<file path="src/rtl/pic_pkg.sv">
// Shared definitions for the pic_core_n interrupt controller: register map, CTRL/EOI bits, FSM states.
// Latency: n/a (definitions only); backpressure: n/a.
package pic_pkg;

  localparam logic [2:0] ADDR_CTRL  = 3'd0;
  localparam logic [2:0] ADDR_VBASE = 3'd1;
  localparam logic [2:0] ADDR_IMR   = 3'd2;
  localparam logic [2:0] ADDR_EOI   = 3'd3;
  localparam logic [2:0] ADDR_IRR   = 3'd4;
  localparam logic [2:0] ADDR_ISR   = 3'd5;
  localparam logic [2:0] ADDR_PRIO  = 3'd6;

  localparam int CTRL_LTIM = 0;
  localparam int CTRL_AEOI = 1;
  localparam int CTRL_ROT  = 2;

  localparam int EOI_SPEC = 15;

  typedef enum logic [1:0] {
    IDLE = 2'd0,
    REQ  = 2'd1,
    VEC  = 2'd2
  } pic_state_t;

  // Rank 0 is the highest priority: the line just after prio_low.
  function automatic int prio_rank(input int line, input int low, input int n);
    return (line + n - (low % n) - 1) % n;
  endfunction

endpackage

</file>
<file path="src/rtl/pic_prio_rot.sv">
// Combinational rotating priority resolver: line prio_low+1 (mod N) is highest, prio_low lowest.
// Latency: 0 cycles (pure combinational); backpressure: none.
module pic_prio_rot #(
  parameter int N  = 8,
  parameter int IW = $clog2(N)
) (
  input  logic [N-1:0]  req,
  input  logic [IW-1:0] prio_low,
  output logic          found,
  output logic [IW-1:0] idx
);

  function automatic logic [IW-1:0] line_at(input logic [IW-1:0] low, input int ofs);
    return IW'((int'(low) + 1 + ofs) % N);
  endfunction

  // Walk from the lowest-priority offset upward so the last hit is the winner.
  always_comb begin
    found = 1'b0;
    idx   = '0;
    for (int j = N - 1; j >= 0; j--) begin
      if (req[line_at(prio_low, j)]) begin
        found = 1'b1;
        idx   = line_at(prio_low, j);
      end
    end
  end

endmodule

</file>
<file path="src/rtl/pic_core_n.sv">
// 8259-style interrupt controller core: IRR/ISR/IMR, fixed/rotating priority, int/inta vector handshake.
// Latency: irq edge to int_o = 3 cycles, inta to vec_valid = 1 cycle; backpressure: none, inta is a pulse.
module pic_core_n #(
  parameter int NUM_IRQ = 8,
  parameter int VEC_W   = 8
) (
  input  logic               clk,
  input  logic               reset,
  input  logic [NUM_IRQ-1:0] irq,
  input  logic               cfg_wr,
  input  logic               cfg_rd,
  input  logic [2:0]         cfg_addr,
  input  logic [15:0]        cfg_wdata,
  output logic [15:0]        cfg_rdata,
  output logic               int_o,
  input  logic               inta,
  output logic [VEC_W-1:0]   vec,
  output logic               vec_valid
);
  import pic_pkg::*;

  localparam int IDX_W = $clog2(NUM_IRQ);

  logic [NUM_IRQ-1:0] irq_q, irq_qq;
  logic [NUM_IRQ-1:0] irr, isr, imr;
  logic [2:0]         ctrl;
  logic [VEC_W-1:0]   vbase;
  logic [IDX_W-1:0]   prio_low;
  pic_state_t         state;

  logic ltim, aeoi, rot;
  assign ltim = ctrl[CTRL_LTIM];
  assign aeoi = ctrl[CTRL_AEOI];
  assign rot  = ctrl[CTRL_ROT];

  function automatic logic [NUM_IRQ-1:0] onehot(input logic [IDX_W-1:0] i);
    return NUM_IRQ'(1) << i;
  endfunction

  logic [NUM_IRQ-1:0] req;
  logic               req_found, isr_found;
  logic [IDX_W-1:0]   req_idx, isr_idx;

  assign req = irr & ~imr;

  pic_prio_rot #(.N(NUM_IRQ), .IW(IDX_W)) u_req_prio (
    .req      (req),
    .prio_low (prio_low),
    .found    (req_found),
    .idx      (req_idx)
  );

  pic_prio_rot #(.N(NUM_IRQ), .IW(IDX_W)) u_isr_prio (
    .req      (isr),
    .prio_low (prio_low),
    .found    (isr_found),
    .idx      (isr_idx)
  );

  logic pend;
  assign pend = req_found &&
                (!isr_found ||
                 prio_rank(int'(req_idx), int'(prio_low), NUM_IRQ) <
                 prio_rank(int'(isr_idx), int'(prio_low), NUM_IRQ));

  logic               grant;
  logic [NUM_IRQ-1:0] grant_oh;
  assign grant    = (state == REQ) && inta && pend;
  assign grant_oh = onehot(req_idx);

  // EOI is resolved against the ISR as it stands before any same-cycle grant.
  logic             eoi_wr, eoi_hit;
  logic [IDX_W-1:0] eoi_idx;
  assign eoi_wr = cfg_wr && (cfg_addr == ADDR_EOI);

  always_comb begin
    eoi_idx = cfg_wdata[IDX_W-1:0];
    eoi_hit = 1'b0;
    if (eoi_wr) begin
      if (cfg_wdata[EOI_SPEC]) begin
        eoi_hit = |(isr & onehot(eoi_idx));
      end else begin
        eoi_idx = isr_idx;
        eoi_hit = isr_found;
      end
    end
  end

  logic [NUM_IRQ-1:0] eoi_clr, irr_clr, isr_set, edge_set;
  assign eoi_clr  = eoi_hit ? onehot(eoi_idx) : '0;
  assign irr_clr  = (grant && !ltim) ? grant_oh : '0;
  assign isr_set  = (grant && !aeoi) ? grant_oh : '0;
  assign edge_set = irq_q & ~irq_qq;

  always_ff @(posedge clk or posedge reset) begin
    if (reset) begin
      irq_q  <= '0;
      irq_qq <= '0;
      irr    <= '0;
      isr    <= '0;
    end else begin
      irq_q  <= irq;
      irq_qq <= irq_q;
      irr    <= ltim ? irq_q : ((irr & ~irr_clr) | edge_set);
      isr    <= (isr & ~eoi_clr) | isr_set;
    end
  end

  always_ff @(posedge clk or posedge reset) begin
    if (reset) begin
      ctrl     <= '0;
      vbase    <= '0;
      imr      <= '1;
      prio_low <= IDX_W'(NUM_IRQ - 1);
    end else begin
      if (cfg_wr && cfg_addr == ADDR_CTRL)  ctrl  <= cfg_wdata[2:0];
      if (cfg_wr && cfg_addr == ADDR_VBASE) vbase <= cfg_wdata[VEC_W-1:0];
      if (cfg_wr && cfg_addr == ADDR_IMR)   imr   <= cfg_wdata[NUM_IRQ-1:0];
      // An auto-EOI rotation outranks an EOI rotation, which outranks a direct PRIO write.
      if (grant && aeoi && rot) begin
        prio_low <= req_idx;
      end else if (eoi_hit && rot) begin
        prio_low <= eoi_idx;
      end else if (cfg_wr && cfg_addr == ADDR_PRIO) begin
        prio_low <= cfg_wdata[IDX_W-1:0];
      end
    end
  end

  always_ff @(posedge clk or posedge reset) begin
    if (reset) begin
      state     <= IDLE;
      int_o     <= 1'b0;
      vec       <= '0;
      vec_valid <= 1'b0;
    end else begin
      case (state)
        IDLE: begin
          if (pend) begin
            state <= REQ;
            int_o <= 1'b1;
          end
        end
        REQ: begin
          if (inta) begin
            state     <= VEC;
            int_o     <= 1'b0;
            vec_valid <= 1'b1;
            vec       <= vbase + (pend ? VEC_W'(req_idx) : VEC_W'(NUM_IRQ - 1));
          end else if (!pend) begin
            state <= IDLE;
            int_o <= 1'b0;
          end
        end
        VEC: begin
          state     <= IDLE;
          vec_valid <= 1'b0;
        end
        default: begin
          state     <= IDLE;
          int_o     <= 1'b0;
          vec_valid <= 1'b0;
        end
      endcase
    end
  end

  logic [15:0] rd_mux;
  always_comb begin
    rd_mux = '0;
    case (cfg_addr)
      ADDR_CTRL:  rd_mux = 16'(ctrl);
      ADDR_VBASE: rd_mux = 16'(vbase);
      ADDR_IMR:   rd_mux = 16'(imr);
      ADDR_IRR:   rd_mux = 16'(irr);
      ADDR_ISR:   rd_mux = 16'(isr);
      ADDR_PRIO:  rd_mux = 16'(prio_low);
      default:    rd_mux = '0;
    endcase
  end

  always_ff @(posedge clk or posedge reset) begin
    if (reset) begin
      cfg_rdata <= '0;
    end else if (cfg_rd) begin
      cfg_rdata <= rd_mux;
    end
  end

  logic unused_wdata;
  assign unused_wdata = ^cfg_wdata;

endmodule

</file>
<file path="config.mk">
export PLATFORM = sky130hd
export DESIGN_NAME = pic_core_n
export DESIGN_NICKNAME = d
export VERILOG_FILES = /design/src/rtl/pic_pkg.sv /design/src/rtl/pic_prio_rot.sv /design/src/rtl/pic_core_n.sv
export SDC_FILE = /design/constraint.sdc
export NUM_CORES = 1
export LEC_CHECK = 0
export CAP_MARGIN = 15
export CORE_UTILIZATION = 50
export CTS_BUF_LIST = sky130_fd_sc_hd__clkbuf_8
export DETAILED_ROUTE_END_ITERATION = 8
export PLACE_DENSITY = 0.68
export SLEW_MARGIN = 20
export SYNTH_ARGS = -nofsm -noshare
export SYNTH_HDL_FRONTEND = slang
export SYNTH_SLANG_ARGS = --single-unit
</file>
<file path="constraint.sdc">
create_clock -name clk -period 10.2 [get_ports clk]
set_clock_uncertainty 0.2 [all_clocks]
set_input_delay 1.53 -clock clk [delete_from_list [all_inputs] [get_ports clk]]
set_output_delay 1.53 -clock clk [all_outputs]
set_load 0.02 [all_outputs]
</file>
==> results.py, run 1 <==
metrics = {
    "outcome": {
        "status": "complete, no violations",
    },
    "sta": {
        "finalHoldViolCount": 0,
        "slew_headroom": 0.394,
        "min_period_ns": 8.10,
        "worstMarginPinSlew_ns": 0.909,
        "finalCritPeriodShare": 0.794,
        "clock.fmax_ghz": 0.124,
        "drv_slew": 0,
        "fin_setup_tns_ns": 0,
        "grt_setup_unrepaired": "false",
        "setup_viol": 0,
    },
    "critical_path": {
        "rr_endpoint": "vec[6]",
        "crit_type": "reg -> reg",
        "critPathLaunchType": "register",
        "crit_path_start": "prio_low[0]",
        "setup.worst_path.end": "vec[6]",
        "path_max_fanout": 55,
        "r2r_start": "prio_low[0]",
        "reg2reg_depth": 27,
        "crit_path_max_incr_delay_ns": 0.72,
        "r2r_slack_ns": 2.10,
        "crit_path_top_delay_cell": "xor3_1",
        "crit_arrival_ns": 8.12,
        "cpMostUsedCell": "ha_1",
        "required_ns": 10.23,
        "path_buf_inv": 4,
        "endpoint_kind": "register",
        "critical_path_depth": 27,
        "cp_top_family": "compound AO/OA/AOI/OAI gates",
    },
    "floorplanning": {
        "die_x_um": 115,
        "start_util": 0.523,
        "num_rows": 40,
        "dieHeight_um": 115,
        "io_pins": 58,
        "coreArea_mm2": 0.0122,
        "dieArea_mm2": 0.0132,
    },
    "finish": {
        "drive_above_1_share": 0.157,
        "antenna_cells": 0,
        "syn_to_final_growth_pct": 9.88,
        "nNetsFinal": 728,
    },
    "grt": {
        "antenna_found_initial": 0,
        "grt_max_degree": 75,
        "grt_pass1_wl_um": 28200,
        "grt_pass1_vias": 5428,
        "grtUsageTotal": 0.276,
        "overflow": 0,
    },
    "drt": {
        "drt-met1-wl_um": 7530,
        "antenna_left": 0,
        "wl_met3_um": 1100,
        "routed_wl_um": 17000,
        "first_pass_iters": 5,
        "vias": 5461,
        "drt-vias-per-instance": 6.44,
        "wl_met2_um": 7820,
        "wire_per_inst_um": 20.0,
        "drt-initial-drc-count": 542,
        "topRoutingLayerUsed": "met4",
        "drc_errors": 0,
    },
    "synthesis": {
        "synth-edff-count": 0,
        "synth_area_mm2": 0.00638,
        "yosysSeqAreaShare": 0.292,
        "synth.top_cell.area_share": 0.247,
        "syn_inst": 662,
        "avgSynthCellArea_um2": 9.64,
        "synth_area_leaders": "dfrtp_1 (25%), mux4_2 (8.8%), mux2i_1 (6.6%), dfstp_2 (4.5%), mux2_2 (4.1%)",
        "async_flop_share": 1.00,
        "yosysWarnings": 0,
        "synth_cell_types": 88,
        "ys_ff_latch": 74,
        "synth_common_cells": "dfrtp_1 (63), nand2_1 (63), mux2i_1 (42)",
        "yosys.area.top_type": "dfrtp_1",
        "ys.flop_type": "dfrtp_1",
    },
    "clocking": {
        "cts_tree": "built",
        "clock_sinks": 74,
        "ctsHoldBuffers": 0,
        "clockRootBuffer": "clkbuf_8",
        "cts_buffers": 9,
        "post_cts_buffers": 0,
        "cts_resized": 0,
        "clk_pin_slew_ns": 0.08,
        "clockBufferDepth": 2,
        "clock_latency_ns": 0.36,
        "htree_num_levels": 3,
    },
    "job": {
        "drv_cap": 0,
    },
    "place": {
        "routabilityCongestion": 0.884,
        "port_buffers": 42,
        "dp_hpwl_um": 12500,
    },
    "worst_hold_path": {
        "hp-class": "reg -> reg",
    },
}
-- routing by layer --
| metal | vias to the layer above | GRT usage |
|---|---|---|
| met1 | 2675 | 0.385 |
| met3 | 43 | 0.0411 |
| li1 | 2499 | - |
| met2 | 244 | 0.425 |
| met5 | - | 0 |
| met4 | 0 | 0.126 |
-- cell type report --
class / instances / area [µm²]
fill: 1127 / 5200
timing repair buffer: 49 / 473
clock inverter: 7 / 83.8
clock buffer: 9 / 124
inverter: 33 / 124
tap: 168 / 210
sequential: 74 / 1870
multi-input combinational: 508 / 4130
-- placed cells by master, fill, tap and decap left out, types with 8 or more instances in the layout --
master	count
mux4_2	25
nor3_1	10
mux2_2	23
nand2b_1	17
nor3b_1	9
o221ai_1	11
clkbuf_8	9
a21oi_1	21
o21ai_0	32
nand2_1	63
clkdlybuf4s50_1	42
conb_1	8
mux2i_1	42
dfstp_2	11
nor2b_1	13
o211ai_1	12
nor2_1	28
inv_1	27
ha_1	17
nand3_1	15
o22ai_1	9
dfrtp_1	63
-- cell families (layout without fill, tap and decap cells) --
family                     after synthesis  count (layout)  synth area share
and+or+nand+nor                        204             204             0.169
xor gates and xnor gates                17              17            0.0367
buffers and inverters                   87              98            0.0655
muxes                                   91              91             0.197
DFF                                     74              74             0.292
adders and majority gates               21              21            0.0447
AOI/OAI and AO/OA                      167             167             0.195
other                                    1               8          0.000587
-- per-stage QoR --
step | util | area [µm²] | hold WS [ns] | instances | setup slack [ns]
floorplan | - | 6410 | 0.148 | 669 | 3.35
global placement | 0.557 | 6800 | 0.163 | 832 | 2.46
detailed placement | 0.557 | 6800 | 0.165 | 832 | 2.25
CTS | 0.574 | 7010 | 0.188 | 848 | 2.17
global route | 0.574 | 7010 | 0.194 | 848 | 1.69
finish | 0.574 | 7010 | 0.184 | 848 | 2.10
-- sequential cells by signal, indices dropped and copies added, names as in the netlist --
| register | flops |
|---|---|
| vec_valid | 1 |
| imr | 8 |
| vbase | 8 |
| irq_qq | 8 |
| int_o | 1 |
| irq_q | 8 |
| state | 2 |
| prio_low | 3 |
| irr | 8 |
| vec | 8 |
| ctrl | 3 |
| cfg_rdata | 8 |
| isr | 8 |
-- worst min path at each step --
stage	startpoint	endpoint	slack [ns]	cells past startpoint
after floorplan	irq_q[1]	irq_qq[1]	0.15	0
after global placement	irq_q[2]	irq_qq[2]	0.16	0
after detailed placement	irq_q[6]	irq_qq[6]	0.16	0
after CTS	irq_q[6]	irq_qq[6]	0.19	0
after global routing	irq_q[2]	irq_qq[2]	0.19	0
final	irq_q[3]	irq_qq[3]	0.18	0
Power of run 1 is left out: the tool's default activity adds up to more than one toggle a clock period on the data nets, which glitch-free logic cannot reach.
==> run 2: changes to the inputs <==
==> constraint.sdc (replaced) <==
create_clock -name clk -period 7.7 [get_ports clk]
set_clock_uncertainty 0.2 [all_clocks]
set_input_delay 1.155 -clock clk [delete_from_list [all_inputs] [get_ports clk]]
set_output_delay 1.155 -clock clk [all_outputs]
set_load 0.02 [all_outputs]
==> results.py, run 2 (synthesis results as in run 1) <==
metrics = {
    "sta": {
        "drv_slew": 0,
        "setup_viol": 0,
        "slew_headroom": 0.391,
        "finalHoldViolCount": 0,
        "clock.fmax_ghz": 0.143,
        "grt_setup_unrepaired": "false",
        "holdWs_ns": 0.183,
        "finalCritPeriodShare": 0.907,
        "fin_setup_tns_ns": 0,
        "worstMarginPinSlew_ns": 0.913,
        "min_period_ns": 6.99,
    },
    "clocking": {
        "clk_pin_slew_ns": 0.09,
        "clockBufferDepth": 2,
        "cts_buffers": 9,
        "clock_sinks": 74,
        "clockRootBuffer": "clkbuf_8",
        "cts_resized": 0,
        "cts_tree": "built",
        "clock_latency_ns": 0.35,
        "ctsHoldBuffers": 0,
        "htree_num_levels": 3,
        "post_cts_buffers": 0,
    },
    "critical_path": {
        "path_buf_inv": 3,
        "critPathLaunchType": "register",
        "endpoint_kind": "register",
        "r2r_start": "prio_low[0]",
        "crit_path_max_incr_delay_ns": 0.61,
        "cp_top_family": "adder cells",
        "required_ns": 7.73,
        "r2r_slack_ns": 0.71,
        "crit_path_top_delay_cell": "ha_2",
        "crit_arrival_ns": 7.01,
        "path_max_fanout": 23,
        "reg2reg_depth": 25,
        "crit_type": "reg -> reg",
        "rr_endpoint": "vec[6]",
    },
    "drt": {
        "routed_wl_um": 17400,
        "antenna_left": 0,
        "drt-initial-drc-count": 583,
        "wire_per_inst_um": 20.3,
        "drc_errors": 0,
        "first_pass_iters": 6,
        "vias": 5461,
        "drt-vias-per-instance": 6.39,
    },
    "floorplanning": {
        "dieArea_mm2": 0.0132,
        "coreArea_mm2": 0.0122,
        "io_pins": 58,
        "num_rows": 40,
        "start_util": 0.523,
        "dieHeight_um": 115,
        "die_x_um": 115,
    },
    "finish": {
        "layout_common_cells": "nand2_1 (63), dfrtp_1 (63), mux2i_1 (42), clkdlybuf4s50_1 (42), o21ai_0 (32)",
        "drive_above_1_share": 0.165,
        "multiInputGateArea_mm2": 0.00413,
        "seqCellArea_mm2": 0.00187,
        "antenna_cells": 0,
        "nNetsFinal": 734,
        "syn_to_final_growth_pct": 11.0,
        "fillCellCount": 1094,
        "final_cells": 854,
    },
    "place": {
        "routabilityCongestion": 0.925,
        "dpl.cell_count": 838,
        "port_buffers": 42,
        "dp_hpwl_um": 12900,
    },
    "worst_hold_path": {
        "whs_path_depth": 0,
        "hp-class": "reg -> reg",
        "worstHoldStart": "irq_q[5]",
        "holdPathEnd": "irq_qq[5]",
    },
    "outcome": {
        "status": "complete, no violations",
    },
    "grt": {
        "grt_pass1_vias": 5356,
        "grt_max_degree": 75,
        "overflow": 0,
        "grt_pass1_wl_um": 28400,
        "antenna_found_initial": 0,
        "grtUsageTotal": 0.281,
    },
    "job": {
        "drv_cap": 0,
    },
}
run 2: cell types whose count changed in the layout (fill, tap and decap cells not counted):
cell and delta:
buf_4 +6, bufinv_16 +1, clkbuf_8 +1, clkinvlp_4 -1, inv_6 -1
run 2: worst reg2reg max path: stages, from the launching register on:
cell       delay (ns)
dfstp_2          0.57
inv_2            0.04
ha_2             0.61
inv_2            0.33
mux2i_1          0.24
mux4_2           0.60
o211ai_1         0.23
a21oi_1          0.10
a2111oi_4        0.38
inv_1            0.14
ha_1             0.23
fa_1             0.42
a2111oi_0        0.42
a21oi_1          0.07
nor3b_1          0.24
ha_1             0.28
o221ai_1         0.23
o31a_2           0.25
nand2_1          0.09
ha_1             0.22
fa_1             0.41
a21oi_1          0.14
nor2b_1          0.08
nand3_1          0.10
xor2_1           0.15
o21ai_0          0.10
run 2: worst max-delay path by stage:
stage | to | cells past startpoint | from | slack, ns
after floorplan | vec[6] | 34 | prio_low[0] | 0.85
after global placement | vec[6] | 27 | prio_low[0] | 0.81
after detailed placement | vec[6] | 27 | prio_low[0] | 0.72
after CTS | vec[6] | 27 | prio_low[0] | 0.70
after global routing | vec[7] | 26 | prio_low[0] | 0.15
final | vec[6] | 25 | prio_low[0] | 0.71
run 2: final cells by class:
type                       instances  area share
multi-input combinational        508       0.583
sequential                        74       0.263
timing repair buffer              55      0.0731
tap                              168      0.0297
clock buffer                      10      0.0194
inverter                          33      0.0175
clock inverter                     6      0.0138
run 2: per-layer routing:
layer,routed length (µm),track usage,up-vias
met5,0,0,-
met4,399,0.103,0
met3,1240,0.0416,25
met2,8180,0.443,257
met1,7540,0.396,2663
li1,-,-,2516
run 2: metrics by stage:
step / area [µm²] / setup slack, ns / util
floorplan: 6410 / 0.845 / -
global placement: 6850 / 0.806 / 0.561
detailed placement: 6850 / 0.722 / 0.561
CTS: 7080 / 0.695 / 0.580
global route: 7090 / 0.145 / 0.580
finish: 7090 / 0.715 / 0.580
Power of run 2 is left out for the same reason.
